**config.mk**
```make
export PLATFORM = sky130hd
export DESIGN_NAME = uart_cmd_scheduler
export DESIGN_NICKNAME = d
export VERILOG_FILES = /design/src/rtl/uart_cmd_scheduler.sv
export SDC_FILE = /design/constraint.sdc
export NUM_CORES = 1
export LEC_CHECK = 0
export ABC_AREA = 1
export ABC_CLOCK_PERIOD_IN_PS = 5800
export CAP_MARGIN = 10
export CORE_ASPECT_RATIO = 1.1
export CORE_MARGIN = 5
export CORE_UTILIZATION = 37
export CTS_CLUSTER_SIZE = 24
export DETAILED_ROUTE_END_ITERATION = 8
export PLACE_DENSITY = 0.56
export SYNTH_ARGS = -nofsm -noshare
export SYNTH_HDL_FRONTEND = slang
export SYNTH_SLANG_ARGS = --single-unit
```
**constraint.sdc**
```tcl
create_clock -name clk -period 5.8 [get_ports clk]
set_input_delay 0.58 -clock clk [delete_from_list [all_inputs] [get_ports clk]]
set_output_delay 0.58 -clock clk [all_outputs]
set_load 0.03 [all_outputs]
```
**src/rtl/uart_cmd_scheduler.sv**
```systemverilog
// rtl/uart_cmd_scheduler.sv - UART motion-command frame scheduler; STOP watchdog built only with SCHED_WATCHDOG_EN
module uart_cmd_scheduler #(
    parameter int unsigned CLK_FREQ_HZ          = 50_000_000,
    parameter int unsigned GAP_CYCLES           = CLK_FREQ_HZ / 1000,
    parameter int unsigned REPEAT_CYCLES        = CLK_FREQ_HZ / 2,
    parameter int unsigned TIMEOUT_CYCLES       = CLK_FREQ_HZ * 2,
    parameter int unsigned FRAME_TIMEOUT_CYCLES = CLK_FREQ_HZ / 50
) (
    input  logic        clk,
    input  logic        rst,
    input  logic        cmd_valid,
    input  logic [2:0]  cmd_code,
    input  logic        frame_done,
    output logic        frame_start,
    output logic [2:0]  frame_cmd,
    output logic        busy,
    output logic [2:0]  cur_cmd,
    output logic [15:0] frames_sent,
    output logic        err_timeout
);

    typedef enum logic [1:0] {S_IDLE, S_ISSUE, S_WAIT_DONE, S_GAP} state_t;

    localparam logic [31:0] GAP_W = 32'(GAP_CYCLES);
    localparam logic [31:0] REP_W = 32'(REPEAT_CYCLES);
    localparam logic [31:0] FTO_W = 32'(FRAME_TIMEOUT_CYCLES);

    state_t      state_q;
    logic        frame_start_q, busy_q, err_q;
    logic [2:0]  frame_cmd_q, cur_cmd_q;
    logic [15:0] frames_q;
    logic [31:0] rep_q, ftimer_q, gap_q;
    logic        pend_flag_q, pend_flag_d;
    logic [2:0]  pend_q, pend_d;
    logic [2:0]  code_norm;
    logic        take_cmd;
    logic        wd_fire;

    function automatic logic [31:0] sat_inc(input logic [31:0] v);
        return (v == 32'hFFFF_FFFF) ? v : v + 32'd1;
    endfunction

    // Unknown codes fold to STOP; a repeat of the active command is dropped unless something is queued.
    assign code_norm = (cmd_code > 3'd4) ? 3'd0 : cmd_code;
    assign take_cmd  = cmd_valid && !((code_norm == cur_cmd_q) && !pend_flag_q);

`ifdef SCHED_WATCHDOG_EN
    localparam logic [31:0] TO_W = 32'(TIMEOUT_CYCLES);
    logic [31:0] wd_q;

    assign wd_fire = !cmd_valid && (wd_q >= TO_W) && (cur_cmd_q != 3'd0) && !pend_flag_q;

    always_ff @(posedge clk) begin
        if (rst) begin
            wd_q <= '0;
        end else if (cmd_valid || wd_fire) begin
            wd_q <= '0;
        end else if (wd_q < TO_W) begin
            wd_q <= wd_q + 32'd1;
        end
    end
`else
    assign wd_fire = 1'b0;
    if (TIMEOUT_CYCLES != 0) begin : g_no_watchdog
    end
`endif

    // A fresh command in the cycle IDLE consumes the slot must survive the consume.
    always_comb begin
        pend_d      = pend_q;
        pend_flag_d = pend_flag_q;
        if (state_q == S_IDLE && pend_flag_q) pend_flag_d = 1'b0;
        if (wd_fire) begin
            pend_d      = 3'd0;
            pend_flag_d = 1'b1;
        end
        if (take_cmd) begin
            pend_d      = code_norm;
            pend_flag_d = 1'b1;
        end
    end

    always_ff @(posedge clk) begin
        if (rst) begin
            state_q       <= S_IDLE;
            frame_start_q <= 1'b0;
            busy_q        <= 1'b0;
            err_q         <= 1'b0;
            frame_cmd_q   <= 3'd0;
            cur_cmd_q     <= 3'd0;
            frames_q      <= 16'd0;
            rep_q         <= '0;
            ftimer_q      <= '0;
            gap_q         <= '0;
            pend_q        <= 3'd0;
            pend_flag_q   <= 1'b0;
        end else begin
            pend_q        <= pend_d;
            pend_flag_q   <= pend_flag_d;
            frame_start_q <= 1'b0;
            case (state_q)
                S_IDLE: begin
                    rep_q <= sat_inc(rep_q);
                    if (pend_flag_q) begin
                        state_q       <= S_ISSUE;
                        frame_cmd_q   <= pend_q;
                        frame_start_q <= 1'b1;
                        busy_q        <= 1'b1;
                    end else if (REP_W != 32'd0 && rep_q == REP_W) begin
                        state_q       <= S_ISSUE;
                        frame_cmd_q   <= cur_cmd_q;
                        frame_start_q <= 1'b1;
                        busy_q        <= 1'b1;
                    end
                end
                S_ISSUE: begin
                    cur_cmd_q <= frame_cmd_q;
                    ftimer_q  <= '0;
                    state_q   <= S_WAIT_DONE;
                end
                S_WAIT_DONE: begin
                    if (frame_done) begin
                        frames_q <= frames_q + 16'd1;
                        gap_q    <= '0;
                        state_q  <= S_GAP;
                    end else if (sat_inc(ftimer_q) >= FTO_W) begin
                        err_q   <= 1'b1;
                        gap_q   <= '0;
                        state_q <= S_GAP;
                    end else begin
                        ftimer_q <= sat_inc(ftimer_q);
                    end
                end
                S_GAP: begin
                    if (gap_q >= GAP_W) begin
                        state_q <= S_IDLE;
                        busy_q  <= 1'b0;
                        rep_q   <= '0;
                    end else begin
                        gap_q <= sat_inc(gap_q);
                    end
                end
                default: state_q <= S_IDLE;
            endcase
        end
    end

    assign frame_start = frame_start_q;
    assign frame_cmd   = frame_cmd_q;
    assign busy        = busy_q;
    assign cur_cmd     = cur_cmd_q;
    assign frames_sent = frames_q;
    assign err_timeout = err_q;

endmodule

```
==> results by group, run 1 <==
Outcome
  • Outcome: finished, final reports clean

Clock tree
  • Cts repair resizes: 0
  • TritonCTS clock tree: yes
  • Clock latency at the later pin of the worst-skew pair: 0.42 ns
  • CTS H-Tree Depth: 4
  • CTS sink count: 127
  • CTS Buf Count: 17
  • Root buffer cell: clkbuf_16
  • Post-CTS setup repair buffer count: 0
  • # hold bufs at CTS: 0
  • CTS max path bufs: 2
  • Clock Pin Slew Worst Setup and Hold Paths: 0.06 ns

Global routing
  • Total track usage: 17.32%
  • First-pass GRT wire length: 31780 um
  • Initial antenna violation count: 0
  • Grt ovf: 0
  • Vias in the first global route: 6792
  • Largest net degree at the start of global routing: 64

Timing
  • Max Slew Vio Count: 0
  • Final min period: 3.927 ns
  • Setup ws final: 1.873 ns
  • Final setup viols: 0
  • Crit share post-route: 67.70%
  • Final Skew: 0.01430 ns
  • Unrepaired setup endpoints after global routing: false
  • Tightest Pin Transition: 0.7430 ns
  • Max-slew headroom: 50.47%
  • Fmax achieved: 0.2547 GHz
  • Setup TNS: 0 ns
  • Final Hold Viols: 0

Worst setup path
  • CP cell instances: ha_1, inv_1, nor2_4, nand2_2, nor2_4, nand3_2, buf_4, nand3_1, nor2_1, nand3_1, nand2_1, nand3_2, nand3_2, nand2_1, inv_1, nor3_1
  • Critical Path Sink: gap_q[20]
  • Buffers & Inverters on Critical Path: 3
  • WP depth: 16
  • Worst R2R Start: ftimer_q[0]
  • FF-to-FF setup slack: 1.87 ns
  • CP peak stage delay: 0.61 ns
  • R2R cell count: 16
  • CP top delay family: simple AND/OR/NAND/NOR gates
  • Reg2reg end: gap_q[20]
  • Worst path slowest cell: nand2_1
  • CP required: 6.13 ns
  • Worst Path Max Fanout: 34
  • CP startpoint: ftimer_q[0]
  • CP Class: register to register
  • Arrival time worst endpoint: 4.26 ns
  • Most used cell, CP: nand3_2
  • Critical Path End Type: register
  • Worst setup SP type: register

Layout
  • Nets@finish: 1172
  • # diodes: 0
  • Most frequent cells in the layout: 276 x nand2_1, 153 x nor2_1, 129 x inv_1
  • Most common cell after layout, fill and taps aside: nand2_1
  • Layout cell share with drive strength beyond 1: 5.056%
  • Post-route design area: 8274 um2
  • Syn-to-layout area delta: 15.19%

Placement
  • Area after DPL: 7702 um2
  • I/O Buffers: 31
  • HPWL after detailed placement: 13380 um
  • Global placement routability congestion: 0.8886
  • Pre-CTS WS: 1.859 ns

Pwr
  • Leakage: 3.106 nW
  • Pwr per Cell Area: 339.4 nW/um2
  • Peak supply drop: 190.7 uV

Floorplan
  • CORE AREA: 19100 um2
  • Die height: 156.1 um
  • # rows: 53
  • DIE AREA: 22300 um2
  • Die W: 142.9 um
  • Initial Util: 37.61%
  • # IOs: 32

Synth
  • Area leader, netlist: dfxtp_1
  • Post-Syn Area: 7183 um2
  • Share of the synthesized area in the top cell type: 35.39%
  • Synth warn: 0
  • Synthesis-stage register bit count: 127
  • Cell variety after synth: 38
  • Synthesized net count: 1150
  • Synth Flop Type: dfxtp_1
  • Cell types occupying the most area after synthesis: dfxtp_1 35%, nand2_1 14%, nor2_1 8.0%, nand3_1 7.1%, inv_1 6.7%
  • Post-synthesis area per instance: 6.346 um2
  • Synth Instances: 1132
  • FFs w/ async S/R, synth: 0%
  • Number of enable flip-flop cells after synthesis: 0
  • Sequential share of the synthesized area: 35.39%

Job
  • Max cap viols: 0

Route
  • DRT Pass-1 Iters: 5
  • Routed wire length: 18530 um
  • Antenna Nets Post-Route: 0
  • Post-route DRC: 0
  • Vias: 7058
  • DR iter-0 viols: 284
  • Wire per inst: 13.10 um
  • Vias per inst: 4.992

Hold path
  • Hold/Removal Path Class: register to register
[state kept, by name, indices dropped and copies added (netlist names), 2 cells and up]
| register | flops |
|---|---|
| ftimer_q | 32 |
| gap_q | 32 |
| rep_q | 32 |
| frames_sent | 16 |
| cur_cmd | 3 |
| frame_cmd | 3 |
| pend_q | 3 |
| state_q | 2 |
[cell usage after synthesis, drive strengths merged (5+ instances only)]
cell and n:
inv 129, buf 16, xnor2 5, dfxtp 127, xor2 9, ha 11, nor2 160, a21oi 86
nand3 105, nor3 47, nand4 43, nand2 278, nor4 13, a31oi 5, o21ai 48, clkbuf 24
[worst min path at each step]
stage / from / endpoint / slack [ns] / cells after the start
global route: gap_q[23] / gap_q[23] / 0.48 / 2
finish: gap_q[28] / gap_q[28] / 0.45 / 2
floorplan: gap_q[24] / gap_q[24] / 0.43 / 2
global placement: gap_q[23] / gap_q[23] / 0.44 / 2
CTS: gap_q[23] / gap_q[23] / 0.46 / 2
detailed placement: gap_q[31] / gap_q[31] / 0.45 / 2
[kinds of logic after synthesis]
group	share of synthesized area, %
compound gates	11.30
xor+xnor	1.707
fa+ha+maj	1.916
buf+inv	9.423
flops	35.39
simple gates	40.25
[layer usage]
metal  share of wire [%]  GRT usage, %  vias to the layer above
met1                  46         20.69                     3174
met5                   0             0                        -
li1                    -             -                     3774
met4                 3.0         7.017                        0
met3                 2.3         4.139                       36
met2                  49         29.81                       74
[stage by stage]
step,power (mW),utilization [%],hold slack [ns],std cells
after CTS,2.847,43.32,0.4550,1414
after floorplan,1.612,-,0.4306,1132
after global placement,1.802,40.33,0.4409,1382
final,2.809,43.32,0.4546,1414
after global routing,3.013,43.32,0.4790,1414
after detailed placement,1.805,40.33,0.4473,1382
[worst register-to-register path: cells and delay by family, from the launching register on]
kind | cells | cell delay [ns]
adder cells (fa/ha/maj) | 1 | 0.36
AND/OR/NAND/NOR | 12 | 2.49
flip-flops | 1 | 0.40
buffers and inverters | 3 | 0.60
[layout make-up]
type                       instances  area (um2)
multi-input combinational        835        3968
timing repair buffer              43       395.4
clock inverter                    13       128.9
tap                              247       309.0
inverter                         130       488.0
sequential                       127        2542
clock buffer                      19       442.9
fill                            2065       10820
[where the power goes]
part | leakage (nW) | switching, mW | internal, mW | total [mW]
logic | 1.81 | 0.491 | 0.245 | 0.736
registers | 1.03 | 0.0783 | 0.963 | 1.04
clock network | 0.269 | 0.422 | 0.609 | 1.03
Power figures use the tool's default switching activity.
==> run 2, diff against run 1 <==
--- a/config.mk
+++ b/config.mk
@@ -6,7 +6,7 @@
 export NUM_CORES = 1
 export LEC_CHECK = 0
 export ABC_AREA = 1
-export ABC_CLOCK_PERIOD_IN_PS = 5800
+export ABC_CLOCK_PERIOD_IN_PS = 3620
 export CAP_MARGIN = 10
 export CORE_ASPECT_RATIO = 1.1
 export CORE_MARGIN = 5
==> constraint.sdc (replaced) <==
create_clock -name clk -period 3.62 [get_ports clk]
set_input_delay 0.362 -clock clk [delete_from_list [all_inputs] [get_ports clk]]
set_output_delay 0.362 -clock clk [all_outputs]
set_load 0.03 [all_outputs]
==> run 2 against run 1 <==
Against the previous run: hold slack got worse by 0.0010 ns; flip-flop and latch count did not move; highest routed layer unchanged; total power up 68%; utilization rose by 0.52 points; global-route usage down 0.50 points; routed wire length grew 0.86%; sequential power is 61% higher; critical path type unchanged.
==> results by group, run 2 (synthesis results as in run 1) <==
Clock tree
  • # hold bufs at CTS: 0 (unchanged)
  • Root buffer cell: clkbuf_16
  • CTS max path bufs: 2 (unchanged)
  • Clock latency at the later pin of the worst-skew pair: 0.42 ns (about the same)
  • TritonCTS clock tree: yes
  • CTS Buf Count: 17 (unchanged)
  • Clock Pin Slew Worst Setup and Hold Paths: 0.06 ns (about the same)
  • CTS H-Tree Depth: 4 (unchanged)
  • CTS sink count: 127 (unchanged)

Worst setup path
  • Reg2reg end: gap_q[20]
  • FF-to-FF setup slack: 0.58 ns (-1.29 ns)
  • Worst Path Max Fanout: 30 (-12%)
  • Arrival time worst endpoint: 3.31 ns (-0.95 ns)
  • CP Class: register to register
  • Worst setup SP type: register
  • Critical Path End Type: register
  • CP required: 3.89 ns (-2.24 ns)
  • Worst R2R Start: ftimer_q[0]
  • R2R cell count: 17 (+1)
  • CP startpoint: ftimer_q[0]

Layout
  • Nets@finish: 1175 (+0.26%)
  • Post-Layout Cell Count: 1417 (+0.21%)
  • Top Registers: ftimer_q: 32 flops, gap_q: 32 flops, rep_q: 32 flops
  • Final Util: 43.84% (+0.52 points)
  • Most frequent cells in the layout: 275 x nand2_1, 152 x nor2_1, 129 x inv_1
  • Layout cell share with drive strength beyond 1: 5.470% (+0.41 points)
  • # diodes: 0 (unchanged)
  • Most common cell after layout, fill and taps aside: nand2_1
  • Syn-to-layout area delta: 16.57%
  • Post-route design area: 8373 um2 (+1.2%)

Hold path
  • Hold path startpoint: gap_q[26]
  • Hold/Removal Path Class: register to register
  • WHS Path Cells: 2 (unchanged)
  • Hold worst-path end: gap_q[26]

Timing
  • Max-slew headroom: 53.64% (+3.2 points)
  • Final Hold Viols: 0 (unchanged)
  • Tightest Pin Transition: 0.6954 ns (-0.04754 ns)
  • Fmax achieved: 0.3290 GHz (+29%)
  • Max Slew Vio Count: 0 (unchanged)
  • Setup TNS: 0 ns (unchanged)
  • Unrepaired setup endpoints after global routing: false
  • Crit share post-route: 83.95% (+16 points)
  • Final Skew: 0.01034 ns (-0.003967 ns)
  • Setup ws final: 0.5809 ns (-1.292 ns)
  • Final min period: 3.039 ns (-0.8875 ns)
  • Final setup viols: 0 (unchanged)
  • Hold WS: 0.4536 ns (-0.001021 ns)

Global routing
  • Grt ovf: 0 (unchanged)
  • Initial antenna violation count: 0 (unchanged)
  • Vias in the first global route: 6635 (-2.3%)
  • Largest net degree at the start of global routing: 63 (-1.6%)
  • First-pass GRT wire length: 30910 um (-2.7%)
  • Total track usage: 16.82% (-0.50 points)

Placement
  • Pre-CTS WS: 0.1927 ns (-1.666 ns)
  • Area after DPL: 7725 um2 (+0.29%)
  • Placed insts: 1385 (+0.22%)
  • Global placement routability congestion: 0.9051 (+1.9%)
  • HPWL after detailed placement: 13510 um (+0.99%)
  • I/O Buffers: 31 (unchanged)

Route
  • Vias per inst: 5.058 (+1.3%)
  • Vias: 7167 (+1.5%)
  • Wire per inst: 13.19 um (+0.64%)
  • DR iter-0 viols: 321 (+13%)
  • Post-route DRC: 0 (unchanged)
  • Antenna Nets Post-Route: 0 (unchanged)
  • DRT Pass-1 Iters: 4 (-1)
  • Routed wire length: 18680 um (+0.86%)

Floorplan
  • Die height: 156.1 um (unchanged)
  • CORE AREA: 19100 um2 (unchanged)
  • # IOs: 32 (unchanged)
  • DIE AREA: 22300 um2 (unchanged)
  • Die W: 142.9 um (unchanged)
  • # rows: 53 (unchanged)
  • Initial Util: 37.61% (unchanged)

Pwr
  • Pwr per Cell Area: 562.6 nW/um2 (+66%)
  • Clock share of power: 39.3% (+2.6 points)
  • Int Pwr: 3.110 mW (+71%)
  • Power Total: 4.710 mW (+68%)
  • Switching portion of total power: 33.97% (-1.3 points)
  • Peak supply drop: 338.6 uV (+78%)
  • Sequential share of power: 35.4% (-1.7 points)
  • Combinational power share: 25.3% (-0.9 points)
  • Leakage: 3.156 nW (+1.6%)
  • Psw: 1.600 mW (+61%)

Job
  • Max cap viols: 0 (unchanged)

Outcome
  • Outcome: finished, final reports clean
## run 2: changes by cell type in the layout (fill, tap and decap cells not counted), moves of 3 or more
cell        previous run  this run
bufinv_16              1         4
clkinv_4               2         5
clkinvlp_4             4         1
buf_4                 12        15
## run 2: cell type report
class,count,area [um2]
sequential,127,2542
fill,2033,10730
timing repair buffer,46,417.9
multi-input combinational,835,3980
inverter,130,488.0
tap,247,309.0
clock inverter,14,206.4
clock buffer,18,429.2
## run 2: what timing repair did
action,4_1_cts,5_1_grt
setup endpoints to repair,0,30
gates resized for setup,0,3
setup buffers,0,0
## run 2: metal layers
layer	vias to the layer above	part of all wire (%)	GRT usage, %
li1	3774	-	-
met3	38	2.6	3.433
met4	0	2.5	6.655
met1	3260	45	20.25
met5	-	0	0
met2	95	49	29.25
## run 2: worst max-delay path by stage
| stage | endpoint | cells after the start |
|---|---|---|
| after floorplan | gap_q[10] | 18 |
| after global placement | gap_q[18] | 17 |
| after detailed placement | gap_q[18] | 17 |
| after CTS | gap_q[20] | 17 |
| after global routing | gap_q[18] | 16 |
| final | gap_q[20] | 17 |
## run 2: power groups by stage
| stage | clock (mW) | sequential (mW) | combinational (mW) |
|---|---|---|---|
| 5_1_grt | 1.96 | 1.69 | 1.37 |
| 6_report | 1.85 | 1.67 | 1.19 |
| 2_1_floorplan | 0 | 1.73 | 0.855 |
| 4_1_cts | 1.90 | 1.67 | 1.20 |
| 3_5_place_dp | 0 | 1.70 | 1.20 |
| 3_3_place_gp | 0 | 1.70 | 1.19 |
## run 2: worst max-delay path: stages, from the launching register on
cell,delay (ns)
dfxtp_1,0.40
ha_1,0.35
inv_1,0.12
nor2_4,0.19
nand2_2,0.10
nor2_4,0.20
nand3_4,0.29
nand3_1,0.23
nor2_1,0.06
nand2_1,0.05
nand2_1,0.04
nand2_1,0.07
nand3_2,0.08
nand3_2,0.09
buf_4,0.21
nand2_2,0.19
inv_1,0.16
nor3_1,0.06
